===== src/rtl/avr_cpu_pkg.sv =====
// Shared AVR core definitions: pointer select/mode encodings and default widths.
package avr_cpu_pkg;

  localparam int unsigned AVR_DATA_W   = 8;
  localparam int unsigned AVR_NUM_REGS = 32;
  localparam int unsigned PTR_SEL_W    = 2;
  localparam int unsigned PTR_MODE_W   = 2;

  typedef enum logic [PTR_SEL_W-1:0] {
    PTR_NONE = 2'd0,
    PTR_X    = 2'd1,
    PTR_Y    = 2'd2,
    PTR_Z    = 2'd3
  } ptr_sel_e;

  typedef enum logic [PTR_MODE_W-1:0] {
    PTR_PLAIN   = 2'd0,
    PTR_POSTINC = 2'd1,
    PTR_PREDEC  = 2'd2,
    PTR_RSVD    = 2'd3
  } ptr_mode_e;

endpackage


===== src/rtl/avr_cpu_ptr_unit.sv =====
// X/Y/Z pointer engine: selects the pair, forms the effective address and the
// +/-1 update value, and raises per-byte write strobes for the register array.
module avr_cpu_ptr_unit
  import avr_cpu_pkg::*;
#(
  parameter int unsigned DATA_W   = AVR_DATA_W,
  parameter int unsigned ADDR_W   = 5,
  parameter int unsigned PTR_BASE = 26
) (
  input  logic [6*DATA_W-1:0]   ptr_regs,
  input  logic                  ptr_en,
  input  logic [PTR_SEL_W-1:0]  ptr_sel,
  input  logic [PTR_MODE_W-1:0] ptr_mode,
  output logic [2*DATA_W-1:0]   ptr_addr_c,
  output logic [ADDR_W-1:0]     lo_idx_c,
  output logic [ADDR_W-1:0]     hi_idx_c,
  output logic                  lo_we_c,
  output logic                  hi_we_c,
  output logic [DATA_W-1:0]     lo_next_c,
  output logic [DATA_W-1:0]     hi_next_c
);

  localparam int unsigned PW = 2 * DATA_W;

  logic [PTR_SEL_W-1:0] pair_off;
  logic [PW-1:0]        p;
  logic [PW-1:0]        p_inc;
  logic [PW-1:0]        p_dec;
  logic [PW-1:0]        p_next;
  logic                 active;
  logic                 update;

  always_comb begin
    pair_off   = ptr_sel - PTR_SEL_W'(1);
    p          = ptr_regs[0 +: PW];
    ptr_addr_c = '0;
    p_next     = '0;
    update     = 1'b0;

    case (ptr_sel_e'(ptr_sel))
      PTR_Y:   p = ptr_regs[PW +: PW];
      PTR_Z:   p = ptr_regs[2*PW +: PW];
      default: p = ptr_regs[0 +: PW];
    endcase

    p_inc  = p + PW'(1);
    p_dec  = p - PW'(1);
    active = ptr_en && (ptr_sel_e'(ptr_sel) != PTR_NONE);

    // Reserved mode behaves as plain: address only, no update.
    if (active) begin
      case (ptr_mode_e'(ptr_mode))
        PTR_POSTINC: begin
          ptr_addr_c = p;
          p_next     = p_inc;
          update     = 1'b1;
        end
        PTR_PREDEC: begin
          ptr_addr_c = p_dec;
          p_next     = p_dec;
          update     = 1'b1;
        end
        default: ptr_addr_c = p;
      endcase
    end

    lo_idx_c  = ADDR_W'(PTR_BASE) + ADDR_W'({pair_off, 1'b0});
    hi_idx_c  = lo_idx_c | ADDR_W'(1);
    lo_we_c   = update;
    hi_we_c   = update;
    lo_next_c = p_next[DATA_W-1:0];
    hi_next_c = p_next[PW-1:DATA_W];
  end

endmodule


===== src/rtl/avr_cpu_regfile.sv =====
// AVR general-purpose register file with byte/word write and X/Y/Z pointer update.
// Optional macro REGFILE_BYPASS_EN forwards same-cycle write data to the read ports.
module avr_cpu_regfile
  import avr_cpu_pkg::*;
#(
  parameter int unsigned DATA_W   = AVR_DATA_W,
  parameter int unsigned NUM_REGS = AVR_NUM_REGS,
  parameter int unsigned ADDR_W   = $clog2(NUM_REGS),
  parameter int unsigned PTR_BASE = NUM_REGS - 6
) (
  input  logic                  clk,
  input  logic                  rst,
  input  logic [ADDR_W-1:0]     r_addr,
  input  logic [ADDR_W-1:0]     d_addr,
  output logic [DATA_W-1:0]     r_out,
  output logic [DATA_W-1:0]     d_out,
  output logic [2*DATA_W-1:0]   w_out,
  input  logic                  d_we,
  input  logic [DATA_W-1:0]     d_in,
  input  logic                  w_we,
  input  logic [2*DATA_W-1:0]   w_in,
  input  logic                  ptr_en,
  input  logic [PTR_SEL_W-1:0]  ptr_sel,
  input  logic [PTR_MODE_W-1:0] ptr_mode,
  output logic [2*DATA_W-1:0]   ptr_addr
);

  localparam int unsigned PW = 2 * DATA_W;

  logic [DATA_W-1:0]   regs    [NUM_REGS];
  logic [DATA_W-1:0]   wr_data [NUM_REGS];
  logic [DATA_W-1:0]   rd_view [NUM_REGS];
  logic [NUM_REGS-1:0] wr_en;
  logic [6*DATA_W-1:0] ptr_regs;
  logic [ADDR_W-1:0]   ptr_lo_idx;
  logic [ADDR_W-1:0]   ptr_hi_idx;
  logic                ptr_lo_we;
  logic                ptr_hi_we;
  logic [DATA_W-1:0]   ptr_lo_next;
  logic [DATA_W-1:0]   ptr_hi_next;
  logic [ADDR_W-1:0]   r_lo;
  logic [ADDR_W-1:0]   r_hi;

  always_comb begin
    ptr_regs = '0;
    for (int unsigned k = 0; k < 6; k++) begin
      ptr_regs[k*DATA_W +: DATA_W] = regs[PTR_BASE + k];
    end
  end

  avr_cpu_ptr_unit #(
    .DATA_W   (DATA_W),
    .ADDR_W   (ADDR_W),
    .PTR_BASE (PTR_BASE)
  ) u_ptr (
    .ptr_regs   (ptr_regs),
    .ptr_en     (ptr_en),
    .ptr_sel    (ptr_sel),
    .ptr_mode   (ptr_mode),
    .ptr_addr_c (ptr_addr),
    .lo_idx_c   (ptr_lo_idx),
    .hi_idx_c   (ptr_hi_idx),
    .lo_we_c    (ptr_lo_we),
    .hi_we_c    (ptr_hi_we),
    .lo_next_c  (ptr_lo_next),
    .hi_next_c  (ptr_hi_next)
  );

  // Per-register write select; word beats byte beats pointer on each register.
  always_comb begin
    for (int unsigned i = 0; i < NUM_REGS; i++) begin
      wr_en[i]   = 1'b0;
      wr_data[i] = '0;
      if (w_we && ((ADDR_W'(i) | ADDR_W'(1)) == (d_addr | ADDR_W'(1)))) begin
        wr_en[i]   = 1'b1;
        wr_data[i] = i[0] ? w_in[PW-1:DATA_W] : w_in[DATA_W-1:0];
      end else if (d_we && (ADDR_W'(i) == d_addr)) begin
        wr_en[i]   = 1'b1;
        wr_data[i] = d_in;
      end else if (ptr_lo_we && (ADDR_W'(i) == ptr_lo_idx)) begin
        wr_en[i]   = 1'b1;
        wr_data[i] = ptr_lo_next;
      end else if (ptr_hi_we && (ADDR_W'(i) == ptr_hi_idx)) begin
        wr_en[i]   = 1'b1;
        wr_data[i] = ptr_hi_next;
      end
    end
  end

  always_ff @(posedge clk or posedge rst) begin
    if (rst) begin
      for (int unsigned i = 0; i < NUM_REGS; i++) begin
        regs[i] <= '0;
      end
    end else begin
      for (int unsigned i = 0; i < NUM_REGS; i++) begin
        if (wr_en[i]) begin
          regs[i] <= wr_data[i];
        end
      end
    end
  end

  always_comb begin
    for (int unsigned i = 0; i < NUM_REGS; i++) begin
`ifdef REGFILE_BYPASS_EN
      rd_view[i] = (wr_en[i] && !rst) ? wr_data[i] : regs[i];
`else
      rd_view[i] = regs[i];
`endif
    end
  end

  // Out-of-range addresses (non power-of-two NUM_REGS) read as zero.
  always_comb begin
    r_lo  = r_addr & ~ADDR_W'(1);
    r_hi  = r_addr | ADDR_W'(1);
    r_out = (32'(r_addr) < NUM_REGS) ? rd_view[r_addr] : '0;
    d_out = (32'(d_addr) < NUM_REGS) ? rd_view[d_addr] : '0;
    w_out = (32'(r_hi) < NUM_REGS) ? {rd_view[r_hi], rd_view[r_lo]} : '0;
  end

endmodule


===== config.mk =====
export PLATFORM = sky130hd
export DESIGN_NAME = avr_cpu_regfile
export DESIGN_NICKNAME = d
export VERILOG_FILES = /design/src/rtl/avr_cpu_pkg.sv /design/src/rtl/avr_cpu_ptr_unit.sv /design/src/rtl/avr_cpu_regfile.sv
export SDC_FILE = /design/constraint.sdc
export NUM_CORES = 1
export LEC_CHECK = 0
export ABC_CLOCK_PERIOD_IN_PS = 8400
export BUFFER_PORTS_ARGS = -buffer_cell sky130_fd_sc_hd__buf_2
export CORE_MARGIN = 5
export CORE_UTILIZATION = 57
export DETAILED_ROUTE_END_ITERATION = 16
export HOLD_SLACK_MARGIN = 0.12
export PLACE_DENSITY_LB_ADDON = 0.25
export SLEW_MARGIN = 20
export SYNTH_ARGS = -nofsm -noshare
export SYNTH_HDL_FRONTEND = slang
export SYNTH_SLANG_ARGS = --single-unit

===== constraint.sdc =====
create_clock -name clk -period 8.4 [get_ports clk]
set_input_delay 1.26 -clock clk [delete_from_list [all_inputs] [get_ports clk]]
set_output_delay 1.26 -clock clk [all_outputs]
set_load 0.01 [all_outputs]

## Yosys cells after proc, flatten, opt, wreduce, memory -nomap -nowiden

Index checks and enable logic that the tools add are counted.

- Bits in registers: 256
- Bits of input ports: 43
- Output and inout port bits: 48
- Word-level logic and storage cells: 490

- $add $sub $neg: 4
- Magnitude comparators: 4
- Equal/unequal tests: 96
- Multiplexer cells: 245
- Bitwise gates (word level): 4
- Reduce and logical (&&, ||, !) cells: 105

Operators by type and width:

| cell | number |
|---|---|
| 8-bit two-way mux | 121 |
| 8-bit binary-select mux with 5-bit select | 4 |
| 5-bit equality test (first input constant) | 32 |
| 1-bit two-way mux | 115 |
| 1-bit logical AND | 98 |
| 4-bit by 5-bit equality test with 1-bit output (first input constant) | 16 |
| 4-bit equality test (first input constant) | 16 |
| 16-bit case mux with 2 select lines | 2 |
| 16-bit two-way mux | 3 |
| 3-bit by 5-bit equality test with 1-bit output (first input constant) | 8 |
| 3-bit by 4-bit equality test with 1-bit output (first input constant) | 8 |
| 6-bit greater-or-equal comparator (second input constant) | 4 |
| 5-bit inverter with 6-bit output | 4 |
| 2-bit by 5-bit equality test with 1-bit output (first input constant) | 4 |
| 16-bit by 1-bit adder with 16-bit output (second input constant) | 1 |
| 2-bit by 4-bit equality test with 1-bit output (first input constant) | 4 |
| 16-bit by 1-bit subtractor with 16-bit output (second input constant) | 1 |
| 5-bit logical NOT | 3 |
| 1-bit by 5-bit equality test with 1-bit output (first input constant) | 2 |
| 1-bit by 4-bit equality test with 1-bit output (first input constant) | 2 |
| 4-bit logical NOT | 2 |
| 2-bit equality test (second input constant) | 3 |
| 4-bit by 4-bit adder with 5-bit output (first input constant) | 1 |
| 2-bit by 1-bit equality test with 1-bit output (second input constant) | 1 |
| other kinds (3) | 3 |

## Logic depth before layout (Yosys ltp)

- Word-level depth: 9
- Mapped depth: 12
- Gate-level depth less buffers: 9

## By module

A second synthesis with hierarchy kept.

- Cells, all modules: 2479
- Area total of the unflattened synthesis: 23611.4 um^2

By module, submodules not included:

| module | times used | cells each | area each (um^2) | seq. area each (um^2) |
|---|---|---|---|---|
| avr_cpu_regfile | 1 | 2224 | 21979.8 | 6406.1 |
| avr_cpu_ptr_unit | 1 | 255 | 1631.6 | 0.0 |

## Worst setup path after synthesis

No wires, ideal clock.

- Path kind: input to output
- Start point: in d_addr[0]
- End point: out d_out[0]
- Arrival: 3446 ps
- Data required time: 7140 ps
- Slack: 3694 ps
- Stages: 7
- Path buffers: 4
- Cell sequence: clkbuf_1 buf_2 clkbuf_1 clkbuf_1 mux4_2 mux4_2 mux2_2

- Longest elaborated chain between the ends: 4

Ends and longest elaborated chain:

| element | RTL line | text |
|---|---|---|
| start: declaration | avr_cpu_regfile.sv:14 | `input logic [ADDR_W-1:0] d_addr,` |
| 5-bit inverter with 6-bit output (not written as such) | avr_cpu_regfile.sv:119 | `d_out = (32'(d_addr) < NUM_REGS) ? rd_view[d_addr] : '0;` |
| 8-bit binary-select mux with 5-bit select | avr_cpu_regfile.sv:119 |  |
| 8-bit two-way mux (not written as such) (2 in series) | avr_cpu_regfile.sv:119 |  |
| end: declaration | avr_cpu_regfile.sv:16 | `output logic [DATA_W-1:0] d_out,` |

No other way between the ends. The select of a mux whose other input is x is not followed.

## Worst setup path after layout

- Start point: in d_addr[1]
- End point: out d_out[0]

The elaborated chain is that of the path after synthesis.

==> metrics <==
clk sink count=256; Row Count=67; power share of the sequential group=38.6%; Syn Area/Cell=10.30 um^2; final hold slack=0.5938 ns; Cell Area, Placed=0.01961 mm^2; cts hold-fix bufs=0; Final Hold Viols=0; WP data required=7.14 ns; Die ar.=0.03727 mm^2; Via density=7.269; Sw Pwr=1.849 mW; CTS clk-pin slew, worst paths=0.06 ns; total congestion overflow=0; Comb pwr share=33.6%; boundary pin count=91; fin crit period=5.483 ns; hpwl dp=46630 um; CP Max Fanout=68; Worst Max-Slew Pin Slew=1.165 ns; I/O Buffers=90; Hold Path End=rd_view[144]; CTS buffer count=30; area grow syn2layout=8.589%; pwr/cell area=248.7 mW/mm^2; clock skew=0.01744 ns; layout cell share with drive strength beyond 1=22.38%; pin count of the biggest net entering global routing=183; Placed Instances=2233; gr usage total=36.97%; Wirelength per Cell=30.17 um; fillcell total=2707; CTS root buf=clkbuf_16; Yosys reg bits=256; CTS tree=built; routability congestion estimate=0.9637; min-delay src=rd_view[144]; outcome=completed; max-slew violation count=0; post-synthesis sequential area ratio=33.54%; P_int=3.309 mW; startpoint types=input pin; htree depth=1; Post-Layout Cell Count=2293; Post-Synthesis Cells=1855; R2R setup slack=5.51 ns; YS warnings=0; setup_tns=0 ns; vias in the first global route=15980; Sw Share=35.86%; synthesized cell area=0.01910 mm^2; Clk pwr share=27.8%; antenna-violating nets left=0; clk_lat worst skew=0.58 ns; post-CTS setup buffers=0; Min-Delay Path Class=flop to flop; slew margin rel.=22.13%; DRT Pass-1 Iters=5; first-pass GRT wire length=103100 um; worst-case reg-to-reg path depth=7; core area=0.03328 mm^2; worst path arrival time=4.22 ns; cells resized by post-CTS repair=0; # Max-Cap Violations=0; EDFF count, synth=0; fin crit share=65.28%; Hold Path Depth=2; chip height=193.0 um; Clock Path Buffers=3; DRC errors left=0; leakage power=8.715 nW; via count=16670; initial antenna violation count=4; Layout Nets=1866; Primary FF master, synth=dfrtp_1; Synth Net Count=1903; chip width=193.0 um; initial core utilization=57.39%; CP endpoint kind=output port; critical path type=input pin to output port; Async SR Flop Fraction=100.0%; worst reg2reg startpoint=ptr_regs[34]; fmax=182.4 MHz; RSZ-0062 raised after global routing=false; RR Endpoint=ptr_regs[27]; final setup violation count=0; initial drt markers=2332; Final Instance Area=0.02074 mm^2; Cell variety after synth=63; VDD IR-drop max=160.9 uV; Post-Route WL=69180 um
[how the worst max path moves through the flow]
| stage | startpoint | end | slack [ns] | cells after the start |
|---|---|---|---|---|
| after global placement | d_addr[1] | d_out[0] | 3.03 | 6 |
| after detailed placement | d_addr[1] | d_out[0] | 2.98 | 6 |
| after CTS | d_addr[1] | d_out[0] | 2.99 | 6 |
| after global routing | ptr_sel[0] | ptr_addr[12] | 2.77 | 10 |
| after floorplan | rst | ptr_regs[0] | 0.1 | 1 |
| final | d_addr[1] | d_out[0] | 2.92 | 6 |
[logic make-up after synthesis]
| kind of cell | synth area share [%] |
|---|---|
| XOR/XNOR | 1.605 |
| multiplexers | 35.97 |
| adder cells (fa/ha/maj) | 0.3276 |
| buffers and inverters | 4.219 |
| flip-flops | 33.54 |
| AND/OR/NAND/NOR | 12.17 |
| AO/OA/AOI/OAI | 12.17 |
[cell type report]
cell class / count / area [um^2] / area share (%)
clock buffer: 42 / 877.1 / 4.229
antenna: 4 / 10.01 / 0.04827
tap: 448 / 560.5 / 2.703
timing repair buffer: 120 / 721.9 / 3.481
inverter: 6 / 30.03 / 0.1448
clock inverter: 13 / 198.9 / 0.9593
sequential: 256 / 6406 / 30.89
multi-input combinational: 1404 / 11930 / 57.54
[cell usage after synthesis (all sizes together), types with 10 or more instances]
cell type | number | area (um^2)
a21o | 10 | 75.07
a21oi | 160 | 812.0
a221o | 11 | 110.1
a221oi | 27 | 236.5
buf | 60 | 299.0
clkbuf | 129 | 484.2
dfrtp | 256 | 6406
mux2 | 22 | 251.5
mux2i | 245 | 2497
mux4 | 183 | 4121
nand2 | 164 | 615.6
nand3 | 33 | 170.2
nor2 | 239 | 897.1
nor3 | 18 | 110.1
nor4 | 10 | 120.1
o21ai | 123 | 615.6
o221ai | 11 | 96.34
o22ai | 17 | 106.4
xnor2 | 26 | 227.7
[metal layers]
layer / track usage [%] / wire (um)
met3: 9.273 / 8658
met2: 55.90 / 30690
met1: 49.89 / 25200
met5: 0 / 39
met4: 19.20 / 4591
[critical path, stage by stage]
cell and delay (ns):
buf_4 0.72, buf_4 0.51, mux4_2 0.55, mux4_2 0.52, mux2_2 0.36, buf_2 0.17
[registers in the layout, indices dropped and copies added (netlist names)]
name and flops:
rd_view 208, ptr_regs 48
[metrics by stage]
| step | power, mW | setup WS, ns | util, % |
|---|---|---|---|
| 3_5_place_dp | 3.667 | 2.978 | 58.92 |
| 3_3_place_gp | 3.614 | 3.030 | 58.92 |
| 4_1_cts | 5.090 | 2.989 | 62.16 |
| 5_1_grt | 5.340 | 2.765 | 62.29 |
| 2_1_floorplan | 3.070 | 0.09826 | - |
| 6_report | 5.158 | 2.917 | 62.31 |
[power groups by stage]
| stage | logic, mW | clock network (mW) | registers (mW) |
|---|---|---|---|
| final | 1.73 | 1.43 | 1.99 |
| after global routing | 1.85 | 1.49 | 2.00 |
| after CTS | 1.70 | 1.44 | 1.95 |
| after detailed placement | 1.69 | 0 | 1.97 |
| after global placement | 1.65 | 0 | 1.96 |
| after floorplan | 1.30 | 0 | 1.77 |
[cell usage in the layout (no fill, tap or decap), types with 21 or more instances in the layout]
| cell | n |
|---|---|
| a21oi_1 | 159 |
| nor2_1 | 236 |
| mux2i_1 | 240 |
| nand3_1 | 32 |
| dfrtp_1 | 256 |
| a221oi_1 | 27 |
| o21ai_0 | 121 |
| mux4_2 | 183 |
| buf_4 | 31 |
| xnor2_1 | 26 |
| nand2_1 | 163 |
| clkbuf_16 | 31 |
| mux2_2 | 21 |
| buf_2 | 86 |
(Power assumes the default switching activity.)
